### src/rtl/midi_writer.sv
// UART MIDI transmitter: takes one channel message per valid/ready handshake and
// serializes it as 8N1 bytes, optionally dropping a repeated status byte.
module midi_writer #(
  parameter int CLK_FREQ       = 100_000_000,
  parameter int BAUD           = 31250,
  parameter int RUNNING_STATUS = 1
) (
  input  logic       clk_in,
  input  logic       rst_in,
  input  logic [3:0] status,
  input  logic [3:0] channel,
  input  logic [7:0] data_byte1,
  input  logic [7:0] data_byte2,
  input  logic       valid_in,
  output logic       ready_out,
  output logic       tx_wire_out,
  output logic       busy_out,
  output logic       error_out
);

  localparam int CYCLES_PER_BIT = CLK_FREQ / BAUD;
  localparam int CNT_W          = (CYCLES_PER_BIT > 1) ? $clog2(CYCLES_PER_BIT) : 1;

  typedef enum logic [1:0] {IDLE, START, DATA, STOP} state_t;

  state_t             state_q, state_d;
  logic [CNT_W-1:0]   cnt_q, cnt_d;
  logic [2:0]         bit_q, bit_d;
  logic [1:0]         byte_q, byte_d;
  logic [1:0]         last_byte_q, last_byte_d;
  logic [7:0]         last_status_q, last_status_d;
  logic               tx_q, tx_d;
  logic               busy_q, busy_d;
  logic               err_q, err_d;
  logic               load;
  logic [7:0]         msg_q [3];
  logic [7:0]         tx_byte;

  logic       bit_end;
  logic       status_ok;
  logic       two_byte;
  logic [7:0] status_byte;
  logic       skip_status;

  assign bit_end     = (cnt_q == CNT_W'(CYCLES_PER_BIT - 1));
  assign status_byte = {status, channel};
  assign status_ok   = status[3] && (status != 4'hF);
  assign two_byte    = (status == 4'hC) || (status == 4'hD);
  assign skip_status = (RUNNING_STATUS != 0) && (status_byte == last_status_q);

  always_comb begin
    // NOTE: every combinational output gets a default first so no path can infer a latch.
    state_d       = state_q;
    cnt_d         = cnt_q;
    bit_d         = bit_q;
    byte_d        = byte_q;
    last_byte_d   = last_byte_q;
    last_status_d = last_status_q;
    err_d         = 1'b0;
    load          = 1'b0;

    if (state_q != IDLE) cnt_d = bit_end ? '0 : cnt_q + CNT_W'(1);

    case (state_q)
      IDLE: begin
        if (valid_in) begin
          if (status_ok) begin
            load        = 1'b1;
            state_d     = START;
            cnt_d       = '0;
            byte_d      = skip_status ? 2'd1 : 2'd0;
            last_byte_d = two_byte ? 2'd1 : 2'd2;
          end else begin
            err_d = 1'b1;
          end
        end
      end
      START: begin
        if (bit_end) begin
          state_d = DATA;
          bit_d   = 3'd0;
        end
      end
      DATA: begin
        if (bit_end) begin
          if (bit_q == 3'd7) state_d = STOP;
          else               bit_d   = bit_q + 3'd1;
        end
      end
      STOP: begin
        if (bit_end) begin
          if (byte_q == 2'd0) last_status_d = msg_q[0];
          if (byte_q == last_byte_q) begin
            state_d = IDLE;
          end else begin
            byte_d  = byte_q + 2'd1;
            state_d = START;
          end
        end
      end
      default: state_d = IDLE;
    endcase
  end

  // Line level is decoded from the next state so the output itself is registered.
  always_comb begin
    case (byte_d)
      2'd0:    tx_byte = msg_q[0];
      2'd1:    tx_byte = msg_q[1];
      default: tx_byte = msg_q[2];
    endcase
    tx_d   = 1'b1;
    if (state_d == START)     tx_d = 1'b0;
    else if (state_d == DATA) tx_d = tx_byte[bit_d];
    busy_d = (state_d != IDLE);
  end

  always_ff @(posedge clk_in) begin
    // NOTE: sequential state uses non-blocking assignments so all registers update together.
    if (rst_in) begin
      state_q       <= IDLE;
      cnt_q         <= '0;
      bit_q         <= '0;
      byte_q        <= '0;
      last_byte_q   <= '0;
      last_status_q <= '0;
      tx_q          <= 1'b1;
      busy_q        <= 1'b0;
      err_q         <= 1'b0;
    end else begin
      state_q       <= state_d;
      cnt_q         <= cnt_d;
      bit_q         <= bit_d;
      byte_q        <= byte_d;
      last_byte_q   <= last_byte_d;
      last_status_q <= last_status_d;
      tx_q          <= tx_d;
      busy_q        <= busy_d;
      err_q         <= err_d;
    end
  end

  // NOTE: message storage has no reset; it is only read after a load overwrites it.
  always_ff @(posedge clk_in) begin
    if (load) begin
      msg_q[0] <= status_byte;
      msg_q[1] <= data_byte1 & 8'h7F;
      msg_q[2] <= data_byte2 & 8'h7F;
    end
  end

  assign ready_out   = (state_q == IDLE);
  assign tx_wire_out = tx_q;
  assign busy_out    = busy_q;
  assign error_out   = err_q;

endmodule

### config.mk
export PLATFORM = sky130hd
export DESIGN_NAME = midi_writer
export DESIGN_NICKNAME = d
export VERILOG_FILES = /design/src/rtl/midi_writer.sv
export SDC_FILE = /design/constraint.sdc
export NUM_CORES = 1
export LEC_CHECK = 0
export CAP_MARGIN = 20
export CORE_MARGIN = 1
export CORE_UTILIZATION = 60
export CTS_CLUSTER_SIZE = 20
export DETAILED_ROUTE_END_ITERATION = 16
export GPL_TIMING_DRIVEN = 0
export PLACE_DENSITY = 0.83
export SYNTH_ARGS = -nofsm -noshare
export SYNTH_HDL_FRONTEND = slang
export SYNTH_SLANG_ARGS = --single-unit
### constraint.sdc
create_clock -name clk_in -period 9.85 [get_ports clk_in]
set_input_delay 2.955 -clock clk_in [delete_from_list [all_inputs] [get_ports clk_in]]
set_output_delay 2.955 -clock clk_in [all_outputs]
set_load 0.02 [all_outputs]
======== Word level (Yosys, flattened, before mapping) ========
Memory sizes are Yosys's and may differ from the RTL's.
Index checks and enable logic that the tools add are counted.
word-level totals
  memory bits (writable) .................. 24
  register bits after elaboration ......... 32
  output and inout bits ................... 4
  word-level logic and storage cells ...... 74
  bits of input ports ..................... 27
  memories ................................ 1
memory list
  memory  words  width  rd ports  clocked after Yosys merged registers in  write ports  RTL line  text
  msg_q   3      8      3         0                                        3            36        logic [7:0] msg_q [3];
cells by class
  reduce and logical (&&, ||, !) cells .... 10
  $add $sub $neg .......................... 3
  magnitude comparators ................... 1
  equality and inequality tests ........... 13
  bitwise operators ....................... 2
  multiplexer cells ....................... 35
operators by type and width
  operator                                             count
  two-way mux 12 bit                                   5
  two-way mux 2 bit                                    11
  case mux 8 bit (2 select lines)                      1
  adder 12 x 1 -> 12 bit (second input constant)       1
  == test 12 bit (second input constant)               1
  two-way mux 1 bit                                    11
  two-way mux 3 bit                                    3
  == test 4 bit (second input constant)                2
  == test 8 bit                                        1
  case mux 2 bit (4 select lines)                      1
  == test 2 x 1 -> 1 bit (second input constant)       3
  == test 2 bit (second input constant)                3
  zero test 2 bit                                      3
  case mux 3 bit (2 select lines)                      1
  AND reduction 3 bit                                  2
  < comparator 3 x 4 -> 1 bit (second input constant)  1
  inequality test 4 bit (second input constant)        1
  case mux 2 bit (2 select lines)                      1
  nonzero test 2 bit                                   2
  adder 3 x 1 -> 3 bit (second input constant)         1
  binary-select mux 1 bit (select 3 bit)               1
  == test 3 bit (second input constant)                1
  OR reduction 3 bit                                   1
  adder 2 x 1 -> 2 bit (second input constant)         1
  4 further kinds                                      5

======== Depth between registers and ports, before layout ========
Gate-level depths: netlist (run 1).
  depth in word-level cells ............... 11
  mapped depth ............................ 13
  depth with buffers taken out ............ 10

======== Worst setup path after synthesis (run 1) ========
No wires, ideal clock.
  path kind ............................... input-to-reg
  from .................................... input status[1]
  to ...................................... register tx_q (netlist: tx_wire_out)
  data arrival time ....................... 5.352 ns
  data required time ...................... 9.770 ns
  setup time .............................. 0.080 ns
  stages on the path ...................... 10
  path slack .............................. 4.418 ns
  cells stage by stage .................... nand3_1 nor2b_1 clkbuf_1 nand4_1 and3_1 buf_6 o211ai_1 a22oi_1 mux2_2 o2111ai_2
between the ends
  longest elaborated chain between the ends .. 11
  elaborated cells between the ends (all ways) .. 19
RTL lines
  what                                                       RTL line  text
  start: declaration                                         10        input logic [3:0] status,
  == test 8 bit or inequality test 4 bit (tied branches)     49, 47
  two-way mux 1 bit or logical AND 1 bit (tied branches)     71, 47
  two-way mux 2 bit                                          67        if (status_ok) begin
  two-way mux 2 bit                                          66        if (valid_in) begin
  case mux 2 bit (2 select lines)                            64        case (state_q)
  == test 2 x 1 -> 1 bit or zero test 2 bit (tied branches)  107       case (byte_d)
  case mux 8 bit (2 select lines)                            107
  binary-select mux 1 bit (select 3 bit)                     114       else if (state_d == DATA) tx_d = tx_byte[bit_d];
  two-way mux 1 bit (not written as such)                    114
  two-way mux 1 bit                                          114
  two-way mux 1 bit *                                        113       if (state_d == START) tx_d = 1'b0;
  end signal: assignment                                     137       tx_q <= tx_d;
  end: declaration                                           32        logic tx_q, tx_d;
Mark *: on every way between the ends. The rest lies on a longest branch, timed or not. The select of a mux whose other input is x is not followed.
A chain may end at the register's enable or synchronous reset.

======== Final worst setup path (run 1) ========
  from .................................... input status[3]
  to ...................................... register tx_q (netlist: tx_wire_out)
The elaborated chain is that of the path after synthesis.

==> results.yml, run 1 <==
grt:
  antenna_found_initial: 0
  grt_pass1_vias: 1788
  grt_pass1_wl_um: 8320
  grt_overflow: 0
  gr-usage-all-layers_pct: 24.8
  grt_max_degree: 18
power:
  cellLeakagePower_nw: 1.14
  p_sw_share_pct: 25.3
  p_int_w: 0.000316
  seqPwrFrac_pct: 58.4
  pwr-share-comb_pct: 12.2
  total_power_w: 0.000422
  p_clk_share_pct: 29.4
  p_per_area_nw_per_um2: 137
  irDropWorstVdd_v: 0.0000943
  switching_power_w: 0.000107
final_layout:
  area_growth_pct: 17.0
  final_nets: 317
  fin_util_pct: 75.1
  multi_input_area_um2: 1230
  final_cells: 334
  fill_cells: 300
  diodes: 0
  final_area_um2: 3090
  final_layout_size_suffix_gt1_share_pct: 9.51
  ff_latch_area_um2: 1300
worst_setup_path:
  critPathMaxFanout: 17
  cp-start-kind: "input pin"
  cp_slowest_stage_delay_ps: 580
  critPathArrivalTime_ps: 5960
  timing.rr.start: "state_q[0]"
  cp.required_ps: 10090
  cpMaxStageDelayCell: "clkdlybuf4s50_1"
  critPathTopFamily: "buffers and inverters"
  cp-startpoint: "status[3]"
  cp-end-kind: "flop"
  path_cells: "clkdlybuf4s50_1 -> nand3_1 -> nor2b_1 -> clkbuf_1 -> buf_8 -> nand4_1 -> and3_1 -> buf_6 -> o211ai_1 -> a22oi_1 -> mux2_2 -> o2111ai_2"
  crit_type: "input pin to flop"
  r2r_setup_slack_ps: 6500
  crit_buf_inv: 4
logic_synthesis:
  mappedNetlistArea_um2: 2640
  synth_area_per_cell_um2: 10.7
  yosysTopAreaCell: "edfxtp_1"
  synth_seq_cells: 54
  synth_top_area_share_pct: 25.0
  netlist_instances: 247
  synthArstFlopShare_pct: 0
  synth_ff_type: "dfxtp_1"
  synth_cell_types: 55
  synthesis.nets: 281
  synth_edf_count: 22
  netlist_top_cells_area: "edfxtp_1 (25%), dfxtp_1 (24%), xor2_1 (4.6%), nor2_1 (4.1%), mux2i_1 (3.4%)"
  seq_area_frac_synth_pct: 49.3
  yosys_warnings: 0
routing:
  drt_iter0_markers: 105
  ant_nets: 0
  drt-total-wl_um: 5300
  vias: 1941
  drc: 0
  viasPerCell: 5.81
  drt-pass1-iter-count: 4
  wire_per_inst_um: 15.9
flow_run:
  maxCapViolCount: 0
cts:
  htreeDepth: 2
  cts_made_buffers: 5
  cts_buffer_depth: 2
  postCtsHoldBufs: 0
  cts-root-buf: "clkbuf_8"
  cts_resized: 0
  clock-sinks: 54
  cts_tree: "yes"
  clkLatencyLatePin_ps: 310
  clk_transition_reported_paths_ps: 100
  post-cts-setup-buffer-count: 0
placed_design:
  place_congestion: 0.807
  hpwl_um: 4010
  dp.cells: 326
  dpl_cell_area_um2: 3000
  port-buffer-count: 28
run_status:
  status: "finished, final reports clean"
floorplan:
  die_h_um: 68.4
  pin_count: 31
  die_x_um: 68.4
  dieArea_um2: 4670
  initial_core_util_pct: 64.2
  fp.coreArea_um2: 4120
  num_rows: 23
sta:
  slew_headroom_pct: 49.7
  setup_violations: 0
  rsz0062_at_grt: "false"
  drv_slew: 0
  final-hold-violation-count: 0
  tightest_slew_ps: 752
  finalCritPeriodShare_pct: 58.0
  max_freq_ghz: 0.175
  fin_skew_ps: 6.47
  post-route-min-period_ps: 5710
  final.setup.tns_ps: 0
min_path:
  worstHoldStart: "last_byte_q[1]"
  hold_class: "flop to flop"
Yosys cell counts (5+ instances only):
master and n:
dfxtp_1 32, nor2_1 29, edfxtp_1 22, inv_1 15
xor2_1 14, mux2i_1 9, nand2_1 9, nand4_1 8
a21oi_1 7, ha_1 7, nand3_1 7, xnor2_1 7
and3_1 6, and2_1 5, clkbuf_1 5, nor3_1 5
o211ai_1 5, o21ai_0 5
through the flow:
step                hold slack (ps)  setup slack (ps)
global route                    537              3930
CTS                             513              4160
finish                          515              4140
floorplan                       480              4420
detailed placement              496              3820
global placement                496              3280
worst paths after layout:
| kind | endpoint | cells after the start |
|---|---|---|
| worst min register to register | last_byte_q[1] | 2 |
| worst max register to register | tx_wire_out | 14 |
| worst min-delay path | last_byte_q[1] | 2 |
| worst max-delay path | tx_wire_out | 12 |
power by group through the flow:
stage	Sequential (W)	Clock, W	Combinational [W]
final	0.000247	0.000124	0.0000515
after global placement	0.000252	0	0.0000490
after global routing	0.000248	0.000134	0.0000557
after floorplan	0.000253	0	0.0000263
after detailed placement	0.000252	0	0.0000513
after CTS	0.000247	0.000127	0.0000516
registers in the layout, indices dropped and copies added, names as in the netlist, 2 cells and up:
signal	cells
bit_q	3
last_status_q	8
byte_q	2
last_byte_q	2
state_q	2
msg_q	22
cnt_q	12
worst min-delay path: stages, from the launching register on:
cell and delay, ps:
dfxtp_1 330, nor2_1 100, nor3_1 40
area by class of cell:
class | count | share of cell area, %
clock inverter | 3 | 0.689
timing repair buffer | 29 | 9.56
multi-input combinational | 169 | 39.9
tap | 50 | 2.03
inverter | 15 | 1.82
sequential | 54 | 42.1
buffer | 9 | 1.66
clock buffer | 5 | 2.23
cell usage in the layout (no fill, tap or decap), drive strengths merged, types with 3 or more instances in the layout:
cell type	synthesis	routed
clkdlybuf4s50	0	28
dfxtp	32	32
o21ai	6	6
xor2	14	14
clkbuf	5	10
nor2	29	29
edfxtp	22	22
xnor2	7	7
mux2i	9	9
a22oi	3	3
o2111ai	3	3
o211ai	6	6
a211oi	4	4
buf	4	5
a21oi	7	7
nand3	7	7
nor2b	3	3
and2	6	6
and3	6	6
nand4	8	8
nand2	9	9
nor3	5	5
ha	7	7
inv	15	15
kinds of logic after synthesis:
family,synth area share [%]
buffers and inverters,4.07
AND/OR/NAND/NOR,17.2
adder cells (fa/ha/maj),3.32
multiplexers,4.41
AO/OA/AOI/OAI,14.8
XOR/XNOR,6.96
flip-flops,49.3
layer usage:
layer | GRT usage (%) | part of all wire (%) | vias up
met5 | 0 | 0 | -
met2 | 41.8 | 49 | 39
met1 | 31.8 | 45 | 920
li1 | - | - | 974
met3 | 4.50 | 4.0 | 8
met4 | 8.59 | 1.4 | 0
Note: power is estimated with default switching activity, not from simulation.
==> inputs of run 2 (changes only) <==
CORE_UTILIZATION = 50   (was 60)
PLACE_DENSITY = 0.73   (was 0.83)
clock period = 5.2 ns   (was 9.85 ns; I/O delays follow)
==> results.yml, run 2 (synthesized netlist as in run 1, its figures left out) <==
final_layout:
  fill_cells: 453
  final_common_cell: "dfxtp_1"
  final_area_um2: 3110
  final_nets: 317
  diodes: 0
  multi_input_area_um2: 1230
  top_register: "msg_q"
  reg.largest.list: "msg_q (22), cnt_q (12), last_status_q (8)"
  final_cells: 354
  final_layout_size_suffix_gt1_share_pct: 8.80
  largest_reg_flops: 22
  final_cell_mix: "dfxtp_1 (32), nor2_1 (29), clkdlybuf4s50_1 (28), edfxtp_1 (22), inv_1 (15)"
  area_growth_pct: 17.6
  ff_latch_area_um2: 1300
cts:
  htreeDepth: 2
  post-cts-setup-buffer-count: 0
  clk_transition_reported_paths_ps: 90
  cts_buffer_depth: 2
  cts-root-buf: "clkbuf_8"
  cts_tree: "yes"
  cts_resized: 0
  cts_made_buffers: 5
  clock-sinks: 54
  postCtsHoldBufs: 0
  clkLatencyLatePin_ps: 300
power:
  irDropWorstVdd_v: 0.000137
  cellLeakagePower_nw: 1.14
  p_per_area_nw_per_um2: 255
worst_setup_path:
  timing.rr.start: "state_q[0]"
  cp-start-kind: "input pin"
  critPathMaxFanout: 15
  cp-end-kind: "flop"
  critPathArrivalTime_ps: 4560
  cp.required_ps: 5420
  r2r_setup_slack_ps: 1860
  r2r-end: "tx_wire_out"
  crit_type: "input pin to flop"
  r2r_cells: 14
run_status:
  status: "finished, final reports clean"
sta:
  finalCritPeriodShare_pct: 83.3
  post-route-min-period_ps: 4330
  final-hold-violation-count: 0
  max_freq_ghz: 0.231
  final.setup.tns_ps: 0
  slew_headroom_pct: 49.6
  rsz0062_at_grt: "false"
  drv_slew: 0
  tightest_slew_ps: 756
  fin_skew_ps: 7.73
  layout_setup_ws_ps: 867
  setup_violations: 0
floorplan:
  pin_count: 31
  die_x_um: 74.7
  die_h_um: 74.7
  fp.coreArea_um2: 5110
  num_rows: 26
  dieArea_um2: 5580
  initial_core_util_pct: 51.7
routing:
  drt-pass1-iter-count: 4
  wire_per_inst_um: 13.9
  ant_nets: 0
  drt-total-wl_um: 4930
  drc: 0
  drt_iter0_markers: 74
  viasPerCell: 5.34
  vias: 1892
grt:
  gr-usage-all-layers_pct: 19.3
  grt_max_degree: 17
  grt.met3_usage_pct: 4.02
  grt_pass1_vias: 1682
  grtUsageMet2_pct: 31.5
  grt_pass1_wl_um: 8040
  grt_overflow: 0
  grt.busiest_layer: "met2"
  met1_usage_pct: 26.3
  antenna_found_initial: 0
min_path:
  hold_class: "flop to flop"
  min_path_cells: 2
  worstHoldStart: "last_byte_q[1]"
  hold_path_end: "last_byte_q[1]"
placed_design:
  hpwl_um: 3750
  place_ws_ps: 596
  dp.cells: 346
  place_congestion: 0.880
  dpl_cell_area_um2: 3020
  port-buffer-count: 28
flow_run:
  maxCapViolCount: 0
run 2: area by class of cell:
type                       instances  area share (%)
buffer                             9            1.65
clock buffer                       7            2.46
clock inverter                     1           0.201
inverter                          15            1.81
multi-input combinational        169            39.7
sequential                        54            41.9
tap                               70            2.82
timing repair buffer              29            9.50
run 2: where the power goes:
part | internal (W) | leakage [nW] | switching, W
clock network | 0.0000961 | 0.0428 | 0.000133
registers | 0.000458 | 0.463 | 0.00000824
logic | 0.0000445 | 0.632 | 0.0000527
total | 0.000599 | 1.14 | 0.000194
run 2: critical path, stage by stage:
cell and delay (ps):
clkdlybuf4s50_1 570, nand3_1 120, nor2b_1 120, clkbuf_1 590, buf_8 250, nand4_1 210
and3_1 270, buf_6 140, o211ai_1 160, a22oi_1 110, mux2_2 290, o2111ai_2 160
run 2: worst max path at each step:
stage,startpoint,to,depth (start not counted)
after floorplan,status[1],tx_wire_out,10
after global placement,status[3],tx_wire_out,11
after detailed placement,status[3],tx_wire_out,12
after CTS,status[3],tx_wire_out,12
after global routing,status[2],tx_wire_out,12
final,status[3],tx_wire_out,12
run 2: stage by stage:
step | hold WS, ps | utilization (%) | power (W)
finish | 517 | 60.8 | 0.000793
CTS | 519 | 60.8 | 0.000799
floorplan | 480 | - | 0.000528
global placement | 494 | 58.9 | 0.000571
detailed placement | 502 | 59.2 | 0.000574
global route | 551 | 60.8 | 0.000829
run 2: per-layer routing:
layer | part of all wire (%) | wire [um]
met1 | 47 | 2340
met2 | 49 | 2410
met3 | 2.7 | 133
met4 | 1.0 | 50
met5 | 0 | 0
